`src/rtl/sram_copy_engine.sv`:
```
// Copy/fill engine driving a single-port SRAM with a one-cycle registered read.
// Copy alternates read/write per word in ascending order; fill writes one word per cycle.
module sram_copy_engine #(
  parameter int unsigned DW = 32,
  parameter int unsigned AW = 10
) (
  input  logic          CLK,
  input  logic          RST,
  input  logic          START,
  input  logic          MODE,
  input  logic [AW-1:0] SRC,
  input  logic [AW-1:0] DST,
  input  logic [AW:0]   LEN,
  input  logic [DW-1:0] FILL,
  output logic          BUSY,
  output logic          DONE,
  output logic          MEM_CS,
  output logic          MEM_WE,
  output logic [AW-1:0] MEM_A,
  output logic [DW-1:0] MEM_DI,
  input  logic [DW-1:0] MEM_DO
);

  typedef enum logic [1:0] {StIdle, StRd, StWr, StFin} state_e;

  localparam logic [AW:0] MaxLen = {1'b1, {AW{1'b0}}};
  localparam logic [AW:0] IdxOne = {{AW{1'b0}}, 1'b1};

  state_e        r_state;
  state_e        w_state_next;
  logic          r_mode;
  logic [AW-1:0] r_src;
  logic [AW-1:0] r_dst;
  logic [AW:0]   r_len;
  logic [AW:0]   r_idx;
  logic [DW-1:0] r_fill;

  logic [AW:0]   w_len_sat;
  logic [AW:0]   w_idx_inc;
  logic          w_last;
  logic          w_accept;

  assign w_len_sat = (LEN > MaxLen) ? MaxLen : LEN;
  assign w_idx_inc = r_idx + IdxOne;
  assign w_last    = (w_idx_inc == r_len);
  assign w_accept  = (r_state == StIdle) && START;

  always_comb begin
    w_state_next = r_state;
    unique case (r_state)
      StIdle: begin
        if (START) begin
          if (w_len_sat == '0) begin
            w_state_next = StFin;
          end else if (MODE) begin
            w_state_next = StWr;
          end else begin
            w_state_next = StRd;
          end
        end
      end
      StRd: w_state_next = StWr;
      StWr: begin
        if (w_last) begin
          w_state_next = StFin;
        end else if (r_mode) begin
          w_state_next = StWr;
        end else begin
          w_state_next = StRd;
        end
      end
      StFin:   w_state_next = StIdle;
      default: w_state_next = StIdle;
    endcase
  end

  always_ff @(posedge CLK) begin
    if (RST) begin
      r_state <= StIdle;
      r_mode  <= 1'b0;
      r_src   <= '0;
      r_dst   <= '0;
      r_len   <= '0;
      r_idx   <= '0;
      r_fill  <= '0;
    end else begin
      r_state <= w_state_next;
      if (w_accept) begin
        r_mode <= MODE;
        r_src  <= SRC;
        r_dst  <= DST;
        r_len  <= w_len_sat;
        r_fill <= FILL;
        r_idx  <= '0;
      end else if (r_state == StWr) begin
        r_idx <= w_idx_inc;
      end
    end
  end

  // Memory port decodes from registered state only; MEM_DO feeds MEM_DI in copy writes.
  always_comb begin
    BUSY   = (r_state != StIdle);
    DONE   = (r_state == StFin);
    MEM_CS = 1'b0;
    MEM_WE = 1'b0;
    MEM_A  = '0;
    MEM_DI = '0;
    unique case (r_state)
      StRd: begin
        MEM_CS = 1'b1;
        MEM_A  = r_src + r_idx[AW-1:0];
      end
      StWr: begin
        MEM_CS = 1'b1;
        MEM_WE = 1'b1;
        MEM_A  = r_dst + r_idx[AW-1:0];
        MEM_DI = r_mode ? r_fill : MEM_DO;
      end
      default: ;
    endcase
  end

endmodule
```
`config.mk`:
```
export PLATFORM = sky130hd
export DESIGN_NAME = sram_copy_engine
export DESIGN_NICKNAME = d
export VERILOG_FILES = /design/src/rtl/sram_copy_engine.sv
export SDC_FILE = /design/constraint.sdc
export NUM_CORES = 1
export LEC_CHECK = 0
export ABC_AREA = 1
export BUFFER_PORTS_ARGS = -buffer_cell sky130_fd_sc_hd__buf_2
export CORE_AREA = 8 8 119 121
export CTS_CLUSTER_SIZE = 20
export DETAILED_ROUTE_END_ITERATION = 10
export DIE_AREA = 0 0 127 129
export GPL_TIMING_DRIVEN = 0
export PLACE_DENSITY_LB_ADDON = 0.15
export SLEW_MARGIN = 20
export SYNTH_ARGS = -nofsm -noshare
export SYNTH_HDL_FRONTEND = slang
export SYNTH_SLANG_ARGS = --single-unit
```
`constraint.sdc`:
```
create_clock -name CLK -period 7.86 [get_ports CLK]
set_clock_uncertainty 0.05 [all_clocks]
set_input_delay 0.393 -clock CLK [delete_from_list [all_inputs] [get_ports CLK]]
set_output_delay 0.393 -clock CLK [all_outputs]
set_load 0.01 [all_outputs]
```
==> impl_metrics.py, run 1 <==
metrics = {
    "sta": {
        "tns_ns": 0,
        "min_period_over_period": 0.539,
        "report.final.slew_viol_count": 0,
        "finalCriticalPeriod_ns": 4.24,
        "worst_pin_slew_ns": 0.594,
        "timing_hold_violations_final": 0,
        "max_freq_mhz": 236,
        "hold_ws_ns": 0.249,
        "rsz0062_at_grt": "false",
        "finalSetupViolCount": 0,
        "max_slew_margin": 0.603,
    },
    "pwr": {
        "p_clk_frac": 0.346,
        "switching_share": 0.332,
        "internal-power_uw": 879,
        "finalPower_mw": 1.32,
        "power.density_nw_per_um2": 244,
        "p_sw_uw": 438,
        "power_frac_seq": 0.360,
        "total_leakage_power_nw": 2.56,
        "peakVddDrop_mv": 0.102,
        "combPwrFrac": 0.294,
    },
    "place": {
        "dpl.hpwl_um": 10900,
        "portBuffers": 144,
        "place.gp.congestion": 0.820,
    },
    "cells_and_area": {
        "antenna_cells": 0,
        "layout.nets": 886,
        "fill_cells": 1303,
        "areaGrowthSynthToFinish_pct": 29.7,
        "drive_above_1_share": 0.219,
    },
    "floorplan": {
        "die_y_um": 129,
        "core_um2": 12300,
        "io_pins": 145,
        "core.rowCount": 41,
        "dieArea_um2": 16400,
        "die_w_um": 127,
        "start_util": 0.339,
    },
    "yosys": {
        "netlist_instances": 617,
        "synthDistinctLibCells": 31,
        "syn_area_um2": 4170,
        "synth_fp_nets": 731,
        "synth_ff_type": "dfxtp_1",
        "syn_area_per_cell_um2": 6.76,
        "synth_edf_count": 0,
        "yosys_warnings": 0,
        "ys_ff_latch": 77,
        "ys_seq_area_frac": 0.370,
        "async_flop_share": 0,
    },
    "status": {
        "status": "completed",
    },
    "setup_path": {
        "cp_common_cell": "nand2_1",
        "path_max_fanout": 10,
        "cp_top_family": "adder cells",
        "crit_buf_inv": 4,
        "crit_type": "reg2out",
        "required_ns": 7.42,
        "arrival_ns": 3.80,
        "critPathLaunch": "r_state[0]",
        "cpMaxStageDelayCell": "fa_1",
        "end_kind": "primary output",
        "worstSetupStartpointType": "register",
        "path_cells": "inv_1, ha_1, clkbuf_1, buf_1, nand2_1, o21ai_0, ha_1, fa_1, nand3_1, nand3_1, nand2_1, nand2_1, a21oi_1, nor2_1, o21ai_0, a21oi_1, nor2_1, buf_2",
        "worst_path_largest_cell_delay_ns": 0.42,
        "r2r-start": "r_state[1]",
    },
    "drt": {
        "drt_iter0_markers": 181,
        "first_pass_iters": 5,
        "num_vias": 4523,
        "drt_wl_total_um": 13400,
        "drc": 0,
        "wl_per_cell_um": 14.5,
        "ant_nets": 0,
        "via_per_inst": 4.88,
    },
    "clocking": {
        "cts_root_buf": "clkbuf_16",
        "cts-buffers-inserted": 9,
        "post-cts-setup-buffer-count": 0,
        "cts.repair.resized": 0,
        "cts_tree": "yes",
        "cts_num_sinks": 77,
        "clk_pin_slew_ns": 0.06,
        "clockBufferDepth": 2,
        "clock_latency_ns": 0.33,
        "cts_hold_buffers": 0,
        "h-tree-depth": 3,
    },
    "global_routing": {
        "use_met2": 0.279,
        "grt_use_total": 0.165,
        "met1_usage": 0.195,
        "antenna_found_initial": 1,
        "grt_pass1_wl_um": 22000,
        "grt-ovfl-total": 0,
        "first_global_vias": 4682,
        "use_met3": 0.0517,
        "busiest_layer": "met2",
        "grt_start_max_net_pins": 13,
    },
    "min_path": {
        "hp-start": "LEN[10]",
        "min_path_type": "in2reg",
    },
    "flow_run": {
        "max_cap_viol_count": 0,
    },
}
-- metrics by stage --
step,instances,setup slack [ns],utilization,cell area [um2]
final,927,3.62,0.439,5410
after global routing,927,3.16,0.439,5410
after CTS,927,3.56,0.439,5410
after detailed placement,911,3.95,0.412,5080
after global placement,911,3.99,0.412,5080
after floorplan,617,4.62,-,4170
-- cell families after synthesis --
logic type | Yosys count | synth area share
AO/OA/AOI/OAI | 226 | 0.286
XOR/XNOR | 7 | 0.0147
adder cells (fa/ha/maj) | 15 | 0.0468
buffers and inverters | 129 | 0.118
flip-flops | 77 | 0.370
AND/OR/NAND/NOR | 163 | 0.165
-- power groups by stage --
stage	clock (mW)	combinational [mW]	sequential [mW]
global placement	0	0.385	0.481
global route	0.480	0.446	0.480
floorplan	0	0.252	0.474
finish	0.455	0.388	0.474
detailed placement	0	0.391	0.483
CTS	0.464	0.393	0.474
-- registers in the layout, summed over array words and instances, names as in the netlist --
register and flops:
r_dst 10, r_fill 32, r_idx 11, r_len 11
r_mode 1, r_src 10, r_state 2
-- placed cells by master (no fill, tap or decap), types with 2 or more instances in the layout --
| master | synthesis | routed |
|---|---|---|
| clkbuf_8 | 0 | 2 |
| bufinv_16 | 0 | 2 |
| nand2_1 | 79 | 79 |
| o21ai_0 | 113 | 113 |
| nor2_1 | 40 | 40 |
| dfxtp_1 | 77 | 77 |
| nand3_1 | 33 | 33 |
| inv_1 | 94 | 94 |
| xor2_1 | 5 | 5 |
| nand2_2 | 2 | 2 |
| xnor2_1 | 2 | 2 |
| o32ai_1 | 7 | 7 |
| clkbuf_16 | 0 | 9 |
| clkbuf_1 | 28 | 30 |
| buf_2 | 1 | 145 |
| a21oi_1 | 94 | 94 |
| ha_1 | 14 | 14 |
| o211ai_1 | 4 | 4 |
| a21oi_2 | 2 | 2 |
| nor2_2 | 3 | 3 |
| buf_1 | 3 | 3 |
| nand4_1 | 3 | 3 |
| o22ai_1 | 2 | 2 |
-- worst register-to-register path, stage by stage (launching register included) --
cell and delay [ns]:
dfxtp_1 0.41, inv_1 0.09, ha_1 0.20, nand2_1 0.15, inv_1 0.15, nor2_2 0.40, inv_1 0.25, clkbuf_1 0.31
o32ai_1 0.20
-- cell type report --
class / instances / area, um2 / area share
Clock inverter: 3 / 67.6 / 0.0125
Multi-Input combinational cell: 411 / 2130 / 0.395
Timing Repair Buffer: 144 / 721 / 0.133
Buffer: 33 / 133 / 0.0245
Sequential cell: 77 / 1540 / 0.285
Clock buffer: 13 / 260 / 0.0481
Tap cell: 150 / 188 / 0.0347
Inverter: 96 / 360 / 0.0667
-- path summary, 6_finish.rpt --
| check | slack [ns] | cells past startpoint | to |
|---|---|---|---|
| worst max-delay path | 3.62 | 18 | MEM_A[8] |
| worst min-delay path | 0.25 | 2 | r_len[9] |
| worst max register to register | 5.57 | 8 | r_len[8] |
| worst min register to register | 0.40 | 2 | r_src[8] |
-- Yosys cell counts, types with 3 or more instances --
library cell | n | area share
inv_1 | 94 | 0.085
a21oi_1 | 94 | 0.11
o211ai_1 | 4 | 0.0072
nand4_1 | 3 | 0.0045
dfxtp_1 | 77 | 0.37
nand3_1 | 33 | 0.040
nor2_1 | 40 | 0.036
ha_1 | 14 | 0.042
xor2_1 | 5 | 0.011
clkbuf_1 | 28 | 0.025
o32ai_1 | 7 | 0.015
nand2_1 | 79 | 0.071
nor2_2 | 3 | 0.0045
buf_1 | 3 | 0.0027
o21ai_0 | 113 | 0.14
-- metal layers --
metal	vias to the layer above	part of all wire
met5	-	0.00090
met4	2	0.013
met3	15	0.071
met2	148	0.46
met1	2004	0.45
li1	2354	-
No activity file was read; power rests on OpenSTA's default activity.
==> inputs of run 2 (changes only) <==
- clock period: 7.86 -> 3.6 ns (I/O delays scaled with it)
==> impl_metrics.py, run 2 (synthesis gave the netlist of run 1 again) <==
metrics = {
    "sta": {
        "post-route-worst-setup-slack_ns": 0.318,
        "min_period_over_period": 0.912,
        "max_slew_margin": 0.604,
        "max_freq_mhz": 305,
        "report.final.slew_viol_count": 0,
        "finalSetupViolCount": 0,
        "timing_hold_violations_final": 0,
        "finalCriticalPeriod_ns": 3.28,
        "rsz0062_at_grt": "false",
        "worst_pin_slew_ns": 0.592,
    },
    "drt": {
        "drc": 0,
        "drt_iter0_markers": 182,
        "drt_wl_total_um": 13400,
        "first_pass_iters": 4,
        "num_vias": 4527,
        "wl_per_cell_um": 14.4,
        "ant_nets": 0,
        "via_per_inst": 4.87,
    },
    "min_path": {
        "hp-start": "LEN[10]",
        "min_to": "r_len[9]",
        "hold_depth": 2,
        "min_path_type": "in2reg",
    },
    "pwr": {
        "finalPower_mw": 2.89,
        "power.density_nw_per_um2": 530,
        "total_leakage_power_nw": 2.57,
        "peakVddDrop_mv": 0.224,
    },
    "setup_path": {
        "arrival_ns": 3.05,
        "r2r_cells": 8,
        "required_ns": 3.37,
        "r2r-start": "r_state[0]",
        "end_kind": "primary output",
        "path_max_fanout": 19,
        "timing.rr.end": "r_len[8]",
        "worst-r2r-setup-slack_ns": 1.34,
        "crit_type": "reg2out",
        "worstSetupStartpointType": "register",
    },
    "cells_and_area": {
        "largest_register_ffs": 32,
        "drive_above_1_share": 0.230,
        "max_flop_register": "r_fill",
        "final_cell_mix": "buf_2, o21ai_0, inv_1, a21oi_1, nand2_1",
        "layout.nets": 887,
        "fill_cells": 1299,
        "areaGrowthSynthToFinish_pct": 30.8,
        "reg_top3": "r_fill (32), r_idx (11), r_len (11)",
        "mostFrequentLayoutCell": "buf_2",
    },
    "floorplan": {
        "dieArea_um2": 16400,
        "die_y_um": 129,
        "start_util": 0.339,
        "core_um2": 12300,
        "die_w_um": 127,
        "io_pins": 145,
        "core.rowCount": 41,
    },
    "global_routing": {
        "first_global_vias": 4677,
        "grt_use_total": 0.165,
        "grt_start_max_net_pins": 20,
        "grt-ovfl-total": 0,
        "antenna_found_initial": 1,
        "grt_pass1_wl_um": 21900,
    },
    "place": {
        "portBuffers": 144,
        "dp_slack_ns": -0.0934,
        "dpl.hpwl_um": 10900,
        "place.gp.congestion": 0.820,
    },
    "clocking": {
        "cts-buffers-inserted": 9,
        "clock_latency_ns": 0.33,
        "clockBufferDepth": 2,
        "cts_root_buf": "clkbuf_16",
        "h-tree-depth": 3,
        "cts_tree": "yes",
        "cts_hold_buffers": 0,
        "cts_num_sinks": 77,
        "clk_pin_slew_ns": 0.06,
    },
    "status": {
        "status": "completed",
    },
    "flow_run": {
        "max_cap_viol_count": 0,
    },
}
-- run 2: cell types whose count changed in the layout (fill, tap and decap cells not counted), sizes merged --
cell | previous run | this run
clkbuf | 41 | 40
buf | 149 | 151
diode | 0 | 1
-- run 2: report_power, final --
part           internal, mW  switching [mW]
Clock                 0.646           0.350
Combinational         0.314           0.545
Sequential            0.972          0.0642
Total                  1.93           0.960
-- run 2: final cells by class --
type / count / area [um2] / share of cell area
clock buffers: 13 / 260 / 0.0477
plain buffers: 32 / 144 / 0.0264
clock inverters: 3 / 67.6 / 0.0124
multi-input cells: 411 / 2150 / 0.395
diodes: 1 / 2.50 / 0.000459
inverters: 96 / 360 / 0.0661
repair buffers: 146 / 736 / 0.135
well taps: 150 / 188 / 0.0344
flip-flops and latches: 77 / 1540 / 0.283
-- run 2: worst max path at each step --
stage | startpoint | end | slack (ns) | cells past startpoint
2_1_floorplan | r_state[0] | MEM_A[8] | 0.58 | 17
3_3_place_gp | r_state[0] | MEM_A[8] | -0.06 | 18
3_5_place_dp | r_state[0] | MEM_A[8] | -0.09 | 19
4_1_cts | r_state[0] | MEM_A[8] | 0.07 | 18
5_1_grt | r_state[0] | MEM_A[8] | 0.01 | 18
6_report | r_state[0] | MEM_A[8] | 0.32 | 18
-- run 2: critical path, cell delays in order, from the launching register on --
cell and delay [ns]:
dfxtp_1 0.38, inv_2 0.08, ha_4 0.19, buf_8 0.16, nand2_1 0.06, o21ai_0 0.15, ha_2 0.25, fa_1 0.41
nand3_1 0.10, nand3_1 0.11, nand2_1 0.08, nand2_1 0.06, a21oi_2 0.17, nor2_1 0.06, o21ai_1 0.15, nand3_1 0.08
nand2_1 0.06, nor2_1 0.04, buf_2 0.14
-- run 2: what timing repair did --
| item | CTS | global route |
|---|---|---|
| pin swaps | 0 | 2 |
| setup endpoints to repair | 6 | 1 |
| resized for setup | 6 | 7 |
| setup buffers | 0 | 2 |
-- run 2: metrics by stage --
step | setup TNS [ns] | utilization | std cells | cell area (um2) | hold WS (ns)
2_1_floorplan | 0 | - | 617 | 4170 | 0.248
3_3_place_gp | -0.0606 | 0.412 | 911 | 5080 | 0.371
3_5_place_dp | -0.0934 | 0.412 | 911 | 5080 | 0.380
4_1_cts | 0 | 0.440 | 926 | 5420 | 0.0268
5_1_grt | 0 | 0.443 | 928 | 5450 | 0.0526
6_report | 0 | 0.443 | 929 | 5450 | 0.0333
-- run 2: layer usage --
metal | part of all wire | up-vias | routed length (um) | global-route usage
met5 | 0.00090 | - | 12 | 0
met2 | 0.46 | 150 | 6190 | 0.279
met4 | 0.013 | 2 | 172 | 0.0553
met3 | 0.078 | 16 | 1040 | 0.0517
met1 | 0.45 | 2004 | 5980 | 0.195
li1 | - | 2355 | - | -
==> inputs of run 3 (changes only) <==
- CORE_AREA: 8 8 119 121 -> 2 2 113 115
- DIE_AREA: 0 0 127 129 -> 0 0 115 117
- MAX_ROUTING_LAYER: unset -> met4
- clock period: 3.6 -> 2.7 ns (I/O delays scaled with it)
==> impl_metrics.py, run 3 (synthesis gave the netlist of run 1 again) <==
metrics = {
    "floorplan": {
        "die_w_um": 115,
        "dieArea_um2": 13500,
        "die_y_um": 117,
        "start_util": 0.339,
        "core.rowCount": 41,
        "core_um2": 12300,
        "io_pins": 145,
    },
    "cells_and_area": {
        "largest_register_ffs": 32,
        "reg_top3": "r_fill (32), r_idx (11), r_len (11)",
        "post-route-util": 0.473,
        "max_flop_register": "r_fill",
        "final_area_um2": 5820,
        "drive_above_1_share": 0.281,
        "final_cells": 947,
        "antenna_cells": 0,
        "layout.nets": 906,
        "areaGrowthSynthToFinish_pct": 39.6,
        "final_cell_mix": "buf_2, o21ai_0, inv_1",
        "mostFrequentLayoutCell": "buf_2",
    },
    "sta": {
        "finalSetupViolCount": 3,
        "timing_hold_violations_final": 0,
        "worst_pin_slew_ns": 0.574,
        "max_freq_mhz": 349,
        "tns_ns": -0.246,
        "report.final.slew_viol_count": 0,
        "finalCriticalPeriod_ns": 2.87,
        "min_period_over_period": 1.06,
        "max_slew_margin": 0.616,
        "rsz0062_at_grt": "true",
        "post-route-worst-setup-slack_ns": -0.166,
    },
    "drt": {
        "via_per_inst": 4.86,
        "drt_iter0_markers": 155,
        "first_pass_iters": 4,
        "num_vias": 4600,
        "wl_per_cell_um": 13.5,
        "ant_nets": 0,
        "drc": 0,
        "drt_wl_total_um": 12800,
    },
    "min_path": {
        "min_path_type": "in2reg",
        "hp-start": "DST[1]",
        "hold_depth": 3,
        "min_to": "r_dst[1]",
    },
    "global_routing": {
        "first_global_vias": 4311,
        "grt-ovfl-total": 0,
        "grt_start_max_net_pins": 14,
        "grt_pass1_wl_um": 20000,
        "antenna_found_initial": 0,
        "grt_use_total": 0.194,
    },
    "clocking": {
        "clock_latency_ns": 0.33,
        "clk_pin_slew_ns": 0.06,
        "h-tree-depth": 3,
        "cts_tree": "yes",
        "cts_num_sinks": 77,
        "clockBufferDepth": 2,
        "cts-buffers-inserted": 9,
        "cts_root_buf": "clkbuf_16",
    },
    "pwr": {
        "power.density_nw_per_um2": 706,
        "finalPower_mw": 4.11,
        "total_leakage_power_nw": 2.75,
        "peakVddDrop_mv": 0.312,
    },
    "setup_path": {
        "required_ns": 2.52,
        "r2r-start": "r_state[0]",
        "worst-r2r-setup-slack_ns": 0.46,
        "cp_common_cell": "nand2_1",
        "worst_path_largest_cell_delay_ns": 0.40,
        "r2r_cells": 9,
        "worstSetupStartpointType": "register",
        "arrival_ns": 2.68,
        "cpMaxStageDelayCell": "dfxtp_2",
        "end_kind": "primary output",
        "crit_type": "reg2out",
        "timing.rr.end": "r_mode",
        "path_max_fanout": 10,
        "path_cells": "ha_4, clkbuf_16, o21ai_4, ha_2, fa_2, nand3_2, nand3_2, nand2_1, nand2_1, a21oi_2, nor2_1, o21ai_1, nand3_1, nand2_1, nor2_1, buf_2",
    },
    "status": {
        "status": "finished with violations",
        "violations": "negative setup slack",
    },
    "flow_run": {
        "max_cap_viol_count": 0,
    },
    "place": {
        "portBuffers": 144,
        "place.gp.congestion": 0.878,
        "dpl.hpwl_um": 9890,
        "dpl_cell_area_um2": 5100,
        "dp_cells": 911,
    },
}
run 3: cell types whose count changed in the layout (fill, tap and decap cells not counted), sizes merged:
cell,before,now
diode,1,0
buf,151,167
bufinv,2,3
dlygate4sd3,0,2
clkinv,1,3
clkbuf,40,38
run 3: worst max-delay path, delay by kind of cell, from the launching register on:
kind,cells,cell delay [ns]
adder cells (fa/ha/maj),3,0.72
AND/OR/NAND/NOR,8,0.53
flip-flops,1,0.40
AO/OA/AOI/OAI,3,0.38
buffers and inverters,2,0.30
run 3: cell type report:
cell class | instances | area (um2)
Buffer | 32 | 171
Sequential cell | 77 | 1540
Fill cell | 1303 | 6490
Timing Repair Buffer | 165 | 900
Inverter | 96 | 360
Clock buffer | 10 | 229
Multi-Input combinational cell | 411 | 2320
Tap cell | 150 | 188
Clock inverter | 6 | 111
run 3: timing repair:
item	in CTS	in global routing
pin swaps	4	20
resized for setup	19	41
endpoints found under the hold margin	2	0
setup buffers	8	12
endpoints found under the setup margin	9	5
hold buffers	2	0
run 3: metrics by stage:
stage	setup WS, ns	hold slack [ns]
4_1_cts	-0.190	0.0110
2_1_floorplan	0.0149	0.203
3_3_place_gp	-0.458	0.323
3_5_place_dp	-0.509	0.327
5_1_grt	-0.376	0.0236
6_report	-0.166	0.0110
run 3: worst max-delay path by stage:
stage	start	slack [ns]	depth (start not counted)	endpoint
6_report	r_state[1]	-0.17	16	MEM_A[8]
5_1_grt	r_state[0]	-0.38	18	MEM_A[8]
4_1_cts	r_state[0]	-0.19	18	MEM_A[8]
3_5_place_dp	r_state[0]	-0.51	17	MEM_A[8]
3_3_place_gp	r_state[0]	-0.46	17	MEM_A[8]
2_1_floorplan	r_state[0]	0.01	17	MEM_A[8]
run 3: report_power, final:
group | total (mW) | switching, mW | leakage (nW) | internal, mW
logic | 1.34 | 0.791 | 1.95 | 0.549
clock network | 1.38 | 0.477 | 0.163 | 0.903
registers | 1.39 | 0.0926 | 0.635 | 1.30
run 3: per-layer routing:
layer	track usage	routed length (um)	vias up
li1	-	-	2399
met1	0.232	5650	2078
met2	0.330	6270	117
met3	0.0556	782	6
met4	0.0394	79	0
met5	-	0	-
